**config.mk**
```make
export PLATFORM = sky130hd
export DESIGN_NAME = mem_arbiter
export DESIGN_NICKNAME = d
export VERILOG_FILES = /design/src/rtl/mem_arb_pkg.sv /design/src/rtl/arb_rr2.sv /design/src/rtl/mem_arbiter.sv
export SDC_FILE = /design/constraint.sdc
export NUM_CORES = 1
export LEC_CHECK = 0
export CORE_AREA = 3 3 103 105
export CTS_BUF_LIST = sky130_fd_sc_hd__clkbuf_2
export CTS_CLUSTER_DIAMETER = 100
export DETAILED_ROUTE_END_ITERATION = 16
export DIE_AREA = 0 0 106 108
export GPL_TIMING_DRIVEN = 1
export PLACE_DENSITY = 0.85
export SLEW_MARGIN = 5
export SYNTH_ARGS = -nofsm -noshare
export SYNTH_HDL_FRONTEND = slang
export SYNTH_SLANG_ARGS = --single-unit
```
**constraint.sdc**
```tcl
create_clock -name clk -period 1.7 [get_ports clk]
set_input_delay 0.255 -clock clk [delete_from_list [all_inputs] [get_ports clk]]
set_output_delay 0.255 -clock clk [all_outputs]
set_load 0.02 [all_outputs]
```
**src/rtl/mem_arb_pkg.sv**
```systemverilog
// ---------------------------------------------------------------------------
// mem_arb_pkg
// Shared definitions for the two-port memory arbiter:
//   - arb_state_e   : arbiter FSM states (IDLE, I_BURST, D_BURST)
//   - REQ_I / REQ_D : requester identifiers used by the picker and the top
//   - DEFAULT_BEATS : default number of 32-bit words per cache-line burst
//   - line_off()    : bit position of the first line-address bit
// ---------------------------------------------------------------------------
package mem_arb_pkg;

    localparam int DEFAULT_BEATS = 4;

    localparam logic REQ_I = 1'b0;
    localparam logic REQ_D = 1'b1;

    typedef enum logic [1:0] {
        IDLE    = 2'd0,
        I_BURST = 2'd1,
        D_BURST = 2'd2
    } arb_state_e;

    // Byte offset bits of a line: word index within the line plus two
    // byte-select bits of a 32-bit word.
    function automatic int line_off(input int beats);
        return $clog2(beats) + 2;
    endfunction

endpackage

```
**src/rtl/arb_rr2.sv**
```systemverilog
// ---------------------------------------------------------------------------
// arb_rr2
// Two-way requester picker for the memory arbiter.
//   Default build: round-robin. A lone requester wins; on a tie the requester
//   that was not granted last wins. The last-grant register resets to REQ_D
//   so the icache wins the first tie after reset.
//   MEM_ARBITER_DPRIO_EN defined: fixed priority, the dcache wins every tie
//   and no last-grant state exists.
// Ports:
//   clk    in  clock, rising edge
//   reset  in  asynchronous active-low reset
//   req_i  in  icache request
//   req_d  in  dcache request
//   take   in  a grant is committed this cycle (records the winner)
//   pick   out winning requester id (REQ_I / REQ_D); REQ_I when idle
// ---------------------------------------------------------------------------
module arb_rr2
    import mem_arb_pkg::*;
(
    input  logic clk,
    input  logic reset,
    input  logic req_i,
    input  logic req_d,
    input  logic take,
    output logic pick
);

`ifdef MEM_ARBITER_DPRIO_EN

    assign pick = req_d ? REQ_D : REQ_I;

    // Clock, reset and history are not needed for fixed priority.
    logic unused_rr;
    assign unused_rr = ^{clk, reset, take, req_i};

`else

    logic last;

    // On a tie the requester that did not win last time goes next.
    always_comb begin
        pick = REQ_I;
        if (req_i && req_d) begin
            pick = (last == REQ_D) ? REQ_I : REQ_D;
        end else if (req_d) begin
            pick = REQ_D;
        end
    end

    always_ff @(posedge clk or negedge reset) begin
        if (!reset) begin
            last <= REQ_D;
        end else if (take) begin
            last <= pick;
        end
    end

`endif

endmodule

```
**src/rtl/mem_arbiter.sv**
```systemverilog
// ---------------------------------------------------------------------------
// mem_arbiter
// Arbitrates an icache refill port and a dcache refill/writeback port onto a
// single 32-bit memory port. Each grant runs one full cache-line burst of
// BEATS words; the memory paces each beat with mem_ack. At least one IDLE
// cycle separates consecutive bursts.
// Configuration macro: MEM_ARBITER_DPRIO_EN (defined -> dcache wins ties,
// undefined -> round-robin).
// Parameters:
//   BEATS  words per burst (power of two, 2..16)
//   AW     address width
// Ports:
//   clk, reset                    clock, asynchronous active-low reset
//   i_req, i_addr                 icache refill request and line address
//   i_gnt, i_rvalid, i_rdata,     icache grant, read beat strobe/data,
//   i_done                        last-beat pulse
//   d_req, d_we, d_addr, d_wdata  dcache request, write flag, address, data
//   d_gnt, d_rvalid, d_rdata,     dcache grant, read beat strobe/data,
//   d_wnext, d_done               write beat consumed, last-beat pulse
//   mem_req, mem_we, mem_addr,    memory request, direction, word address,
//   mem_wdata, mem_ack, mem_rdata write data, beat acknowledge, read data
// ---------------------------------------------------------------------------
module mem_arbiter
    import mem_arb_pkg::*;
#(
    parameter int BEATS = DEFAULT_BEATS,
    parameter int AW    = 32
) (
    input  logic          clk,
    input  logic          reset,

    input  logic          i_req,
    input  logic [AW-1:0] i_addr,
    output logic          i_gnt,
    output logic          i_rvalid,
    output logic [31:0]   i_rdata,
    output logic          i_done,

    input  logic          d_req,
    input  logic          d_we,
    input  logic [AW-1:0] d_addr,
    input  logic [31:0]   d_wdata,
    output logic          d_gnt,
    output logic          d_rvalid,
    output logic [31:0]   d_rdata,
    output logic          d_wnext,
    output logic          d_done,

    output logic          mem_req,
    output logic          mem_we,
    output logic [AW-1:0] mem_addr,
    output logic [31:0]   mem_wdata,
    input  logic          mem_ack,
    input  logic [31:0]   mem_rdata
);

    localparam int BW  = $clog2(BEATS);
    localparam int OFF = line_off(BEATS);

    arb_state_e         state;
    logic [BW-1:0]      beat;
    logic [AW-OFF-1:0]  base;
    logic               we_q;
    logic               gnt_i_q;
    logic               gnt_d_q;

    logic               any_req;
    logic               take;
    logic               pick;
    logic               busy;
    logic               last_beat;

    assign any_req   = i_req | d_req;
    assign take      = (state == IDLE) && any_req;
    assign busy      = (state != IDLE);
    assign last_beat = (beat == BW'(BEATS - 1));

    arb_rr2 u_pick (
        .clk   (clk),
        .reset (reset),
        .req_i (i_req),
        .req_d (d_req),
        .take  (take),
        .pick  (pick)
    );

    // Burst sequencing. The line base and direction are latched at grant so
    // that requester inputs may change freely while the burst runs; the beat
    // counter only moves on mem_ack and is cleared when the last beat lands.
    always_ff @(posedge clk or negedge reset) begin
        if (!reset) begin
            state   <= IDLE;
            beat    <= '0;
            base    <= '0;
            we_q    <= 1'b0;
            gnt_i_q <= 1'b0;
            gnt_d_q <= 1'b0;
        end else begin
            case (state)
                IDLE: begin
                    beat <= '0;
                    if (any_req) begin
                        if (pick == REQ_D) begin
                            state   <= D_BURST;
                            base    <= d_addr[AW-1:OFF];
                            we_q    <= d_we;
                            gnt_d_q <= 1'b1;
                        end else begin
                            state   <= I_BURST;
                            base    <= i_addr[AW-1:OFF];
                            we_q    <= 1'b0;
                            gnt_i_q <= 1'b1;
                        end
                    end
                end
                I_BURST, D_BURST: begin
                    if (mem_ack) begin
                        if (last_beat) begin
                            state   <= IDLE;
                            beat    <= '0;
                            gnt_i_q <= 1'b0;
                            gnt_d_q <= 1'b0;
                        end else begin
                            beat <= beat + BW'(1);
                        end
                    end
                end
                default: begin
                    state   <= IDLE;
                    gnt_i_q <= 1'b0;
                    gnt_d_q <= 1'b0;
                end
            endcase
        end
    end

    // The low address bits inside a line are replaced by the beat counter.
    logic unused_addr_bits;
    assign unused_addr_bits = ^{i_addr[OFF-1:0], d_addr[OFF-1:0]};

    assign i_gnt     = gnt_i_q;
    assign d_gnt     = gnt_d_q;

    assign mem_req   = busy;
    assign mem_we    = busy & we_q;
    assign mem_addr  = {base, beat, 2'b00};
    assign mem_wdata = d_wdata;

    assign i_rdata   = mem_rdata;
    assign d_rdata   = mem_rdata;
    assign i_rvalid  = mem_ack & ~mem_we & gnt_i_q;
    assign d_rvalid  = mem_ack & ~mem_we & gnt_d_q;
    assign d_wnext   = mem_ack &  mem_we & gnt_d_q;

    assign i_done    = gnt_i_q & mem_ack & last_beat;
    assign d_done    = gnt_d_q & mem_ack & last_beat;

endmodule

```
# == Word level (Yosys, flattened, before mapping) ==
# Index checks and enable logic that the tools add are counted.
# op_classes
muxes,21
n_bitwise,12
eq_ne,8
addsub,1
reduce_logical,11
# op_table
operator,n
$mux 28,1
$mux 2,6
$and 1x1->1,10
$mux 1,10
$ne 2x2->1 const B,5
$pmux 2 s2,2
$reduce_and 4->1,2
$eq 2x2->1 const B,2
$pmux 1 s2,2
$reduce_and 2->1,2
$reduce_bool 2->1,2
$reduce_and 3->1,1
$add 2x1->2 const B,1
$eq 2x1->1 const B,1
$logic_and 1x1->1,2
$logic_not 2->1,1
$reduce_or 2->1,1
$not 1->1,1
$or 1x1->1,1
# totals
reg_bits,36
output_inout_bits,137

# == Logic depth before layout (Yosys ltp) ==
# logic_depth
depth_word,5
ltp_mapped,7
mapped_depth_nobuf,5

# == Hierarchy ==
# A second synthesis with hierarchy kept.
# hier_totals
hier_cells,269
hier_area_um2,2497.4
# by_module_without_submodules
mod,cells_per_inst,n_inst,area_per_inst_um2,seq_area_each_um2
mem_arbiter,266,1,2444.8,875.8
arb_rr2,3,1,52.6,26.3

# == Worst setup path before layout ==
# No wires, ideal clock.
# synth_path
path_kind,register -> register
startpoint,reg beat[0]
endpoint,reg gnt_i_q (netlist: i_gnt)
setup_slack_ps,94
path_buffers,0
path_stages_with_launch,5
period_less_slack_ps,1606
t_required_ps,1575
arrival_ps,1481
setup_time_ps,125
path_cell_list,dfrtp_1 -> ha_1 -> nand2_1 -> a222oi_1 -> mux2_2
# synth_via
elab_chain_cells,3
# synth_lines
element,line,rtl
from (decl),mem_arbiter.sv:61,logic [BW-1:0] beat;
from (signal assigned),mem_arbiter.sv:124,beat <= beat + BW'(1);
$eq 2x2->1,mem_arbiter.sv:76,assign last_beat = (beat == BW'(BEATS - 1));
$ne 2x2->1 (no line),--,
$reduce_and 4->1 (no line),--,
to (signal assigned),mem_arbiter.sv:96,gnt_i_q <= 1'b0;
to (signal assigned),mem_arbiter.sv:112,gnt_i_q <= 1'b1;
to (signal assigned),mem_arbiter.sv:121,gnt_i_q <= 1'b0;
to (decl),mem_arbiter.sv:64,logic gnt_i_q;
# No other way between the ends.
# A chain may end at the register's enable or synchronous reset.

# == Worst setup path in the final report ==
# layout_path
startpoint,reg state[1]
endpoint,out i_rvalid
# layout_via
elab_chain_cells,5
# layout_lines
element,line,rtl
from (decl),mem_arbiter.sv:60,arb_state_e state;
from (signal assigned),mem_arbiter.sv:92,state <= IDLE;
from (signal assigned),mem_arbiter.sv:104,state <= D_BURST;
from (signal assigned),mem_arbiter.sv:109,state <= I_BURST;
$reduce_bool 2->1,mem_arbiter.sv:75,assign busy = (state != IDLE);
$and 1x1->1,mem_arbiter.sv:145,assign mem_we = busy & we_q;
$not 1->1,mem_arbiter.sv:151,assign i_rvalid = mem_ack & ~mem_we & gnt_i_q;
$and 1x1->1 (2 in a row),mem_arbiter.sv:151,
to (decl),mem_arbiter.sv:35,"output logic i_rvalid,"
# No other way between the ends.

==> out/metrics.cfg <==
[status]
status = completed

[routing]
first_iter_violations = 36
drt_pre_antenna_iters = 4
m1WireLength_um = 2134
dr.max_layer_used = met5
num_vias = 1723
met3RoutedLength_um = 650
drc = 0
dr_wl_met2_um = 3125
drt-total-wl_um = 6235
wire_per_inst_um = 14.95
routed_via_density = 4.132
ant_nets = 0

[critical_path]
timing.reg2reg.setup_slack_ns = 0.04
rr_endpoint = d_gnt
worst-endpoint-arrival_ns = 1.44
timing_worst_setup_path_type = flip-flop to output port
endpoint_kind = output port
worstReg2RegStart = state[1]
worst_ep_required_time_ns = 1.44
timing.critical_path.from_type = flip-flop
worstPathMaxFanout = 3
worstRegToRegCells = 5

[synth]
synth.distinct_cells = 23
post_synth_xor_area_fraction_pct = 0
synth_top_family_by_area = buffers and inverters
yosys_warnings = 0
postSynthRegisterBits = 36
synth_compound_gate_area_share_pct = 8.785
synth-main-ff-cell = sky130_fd_sc_hd__dfrtp_1
muxShareOfSynthArea_pct = 14.26
synthesis.area_per_instance_sq_um = 9.335
synth_enable_flop_cells = 0
synth-seq-area-share_pct = 36.19
netlist_area_sq_mm = 0.002492
post_synth_fa_ha_maj_area_fraction_pct = 1.506
synth_simple_gate_area_share_pct = 6.827
async_flop_share_pct = 100.0
postSynthCellCount = 267

[floorplanning]
die_w_um = 106
design.portCount = 271
chipHeight_um = 108
fp.dieArea_sq_mm = 0.01145
core.rowCount = 36
initial_utilization_pct = 25.62
floorplan.core_area_sq_mm = 0.009729

[power]
static_leakage_power_uw = 0.001559
power_uw = 4870
max-vdd-ir-drop_uv = 513.5
power.density_mw_per_mm2 = 1555

[timing]
final_period_demand_of_the_worst_path_ns = 1.699
setup_repair_after_global_routing_missed_its_margin = yes
layout_worst_path_cycle_share_pct = 99.92
setup_viol = 0
finClkSkew_ns = 0.02514
timing_max_transition_violations_final = 0
final_hold_viol_count = 0
tns_setup_ns = 0
max_fclk_mhz = 588.7

[clocking]
cts_made_buffers = 5
clk_pin_slew_worst_paths_ns = 0.21
cts-root-to-sink-buffers = 2
clock_sink_count = 36
clock_tree.root_cell = sky130_fd_sc_hd__clkbuf_2
htree_num_levels = 2
insertion_delay_ns = 0.37
cts_tree = yes

[global_route]
grt_use_total_pct = 10.33
grt_antenna_before_repair = 0
grt_pass1_vias = 1844
grt_max_degree = 36
grt_first_pass_wirelength_um = 9149
grt-ovfl-total = 0

[layout]
layout-drive-gt1-share_pct = 16.55
num-nets-final = 420
final_cell_area_sq_mm = 0.003132
antenna_cells = 0
most-common-layout-cells = 66 x sky130_fd_sc_hd__clkdlybuf4s50_1, 35 x sky130_fd_sc_hd__dfrtp_1, 31 x sky130_fd_sc_hd__nand2_1, 31 x sky130_fd_sc_hd__mux2i_1, 28 x sky130_fd_sc_hd__o21ai_0
syn2layout_area_growth_pct = 25.65
post_layout_nonfiller_instances = 417
layout_commonest_cell = sky130_fd_sc_hd__clkdlybuf4s50_1

[run]
timing.max_cap.violations = 0

[place]
post_dp_cell_area_sq_mm = 0.003003
post-dp-hpwl_um = 4916
port_buffers = 100
post-place-cells = 406
gp_routability_congestion = 0.7109

[worst_hold_path]
hold_class = input port to async pin

==> metrics by stage <==
step	worst slack, ns	util (%)	hold slack, ns
2_1_floorplan	0.09397	-	-0.04059
3_3_place_gp	-0.1339	30.86	0.2120
3_5_place_dp	-0.1407	30.86	0.2331
4_1_cts	-0.04569	31.83	0.2853
5_1_grt	-0.09849	32.19	0.3004
6_report	0.001383	32.19	0.3269
==> repair_timing <==
action	4_1_cts	5_1_grt
gates resized for setup	61	15
endpoints found under the setup margin	26	16
buffers inserted	2	1
pin swaps	2	2
endpoints found under the hold margin	16	0
gates cloned	0	0
hold buffers	1	0
==> worst max-delay path, cell delays in order, from the launching register on <==
cell and delay, ns:
sky130_fd_sc_hd__dfrtp_1 0.42, sky130_fd_sc_hd__inv_2 0.06, sky130_fd_sc_hd__ha_4 0.15, sky130_fd_sc_hd__nand2b_4 0.14, sky130_fd_sc_hd__and3_4 0.18, sky130_fd_sc_hd__buf_6 0.12
==> flip-flops by register name (all words and copies together), names as in the netlist <==
signal and count:
beat 2, u_pick.last 1, we_q 1, d_gnt 1, base 28, state 2, i_gnt 1
==> synthesized netlist by cell type (2+ instances only) <==
cell                         n  area (sq um)
sky130_fd_sc_hd__nor2_1      6         22.52
sky130_fd_sc_hd__buf_4     101         758.2
sky130_fd_sc_hd__and3_1      3         18.77
sky130_fd_sc_hd__mux2i_1    31         310.3
sky130_fd_sc_hd__inv_1       4         15.01
sky130_fd_sc_hd__dfrtp_1    35         875.8
sky130_fd_sc_hd__buf_2       4         20.02
sky130_fd_sc_hd__clkbuf_1    3         11.26
sky130_fd_sc_hd__mux2_2      3         33.78
sky130_fd_sc_hd__a222oi_1    2         20.02
sky130_fd_sc_hd__a22o_1      2         17.52
sky130_fd_sc_hd__ha_1        3         37.54
sky130_fd_sc_hd__o21ai_0    29         145.1
sky130_fd_sc_hd__nand2_1    31         116.4
sky130_fd_sc_hd__nand2b_1    2         12.51
==> cells by family (layout without fill, tap and decap cells) <==
family	count (synthesis)	after routing
other	1	2
buffers and inverters	112	128
AO/OA/AOI/OAI	38	38
multiplexers	35	35
flip-flops	36	36
AND/OR/NAND/NOR	42	42
adder cells (fa/ha/maj)	3	3
==> layout make-up <==
type                    count  area, sq um
clock buffers               6        30.03
clock inverters             2        35.03
fillers                  1038         6598
inverters                   4        15.01
multi-input cells         120        840.8
flip-flops and latches     36        902.1
well taps                 133        166.4
repair buffers            116         1142
==> power breakdown <==
part	total, uW	switching (uW)	internal, uW	leakage (uW)
clock network	560	306	254	0.0000430
registers	1500	228	1270	0.000442
logic	2810	1460	1350	0.00107
total	4870	2000	2870	0.00156
==> routing by layer <==
layer	vias up	track usage (%)
li1	812	-
met2	107	18.21
met5	-	6.250
met4	2	5.735
met3	29	4.060
met1	773	9.993
==> worst max path at each step <==
stage / startpoint / to / slack, ns / depth (start not counted)
final: state[1] / i_rvalid / 0.001 / 5
after floorplan: beat[0] / i_gnt / 0.09 / 4
after global placement: mem_ack / d_rvalid / -0.13 / 4
after CTS: state[1] / i_rvalid / -0.05 / 5
after global routing: state[1] / i_rvalid / -0.1 / 5
after detailed placement: mem_ack / i_done / -0.14 / 3
Note: power is estimated with default switching activity, not from simulation.
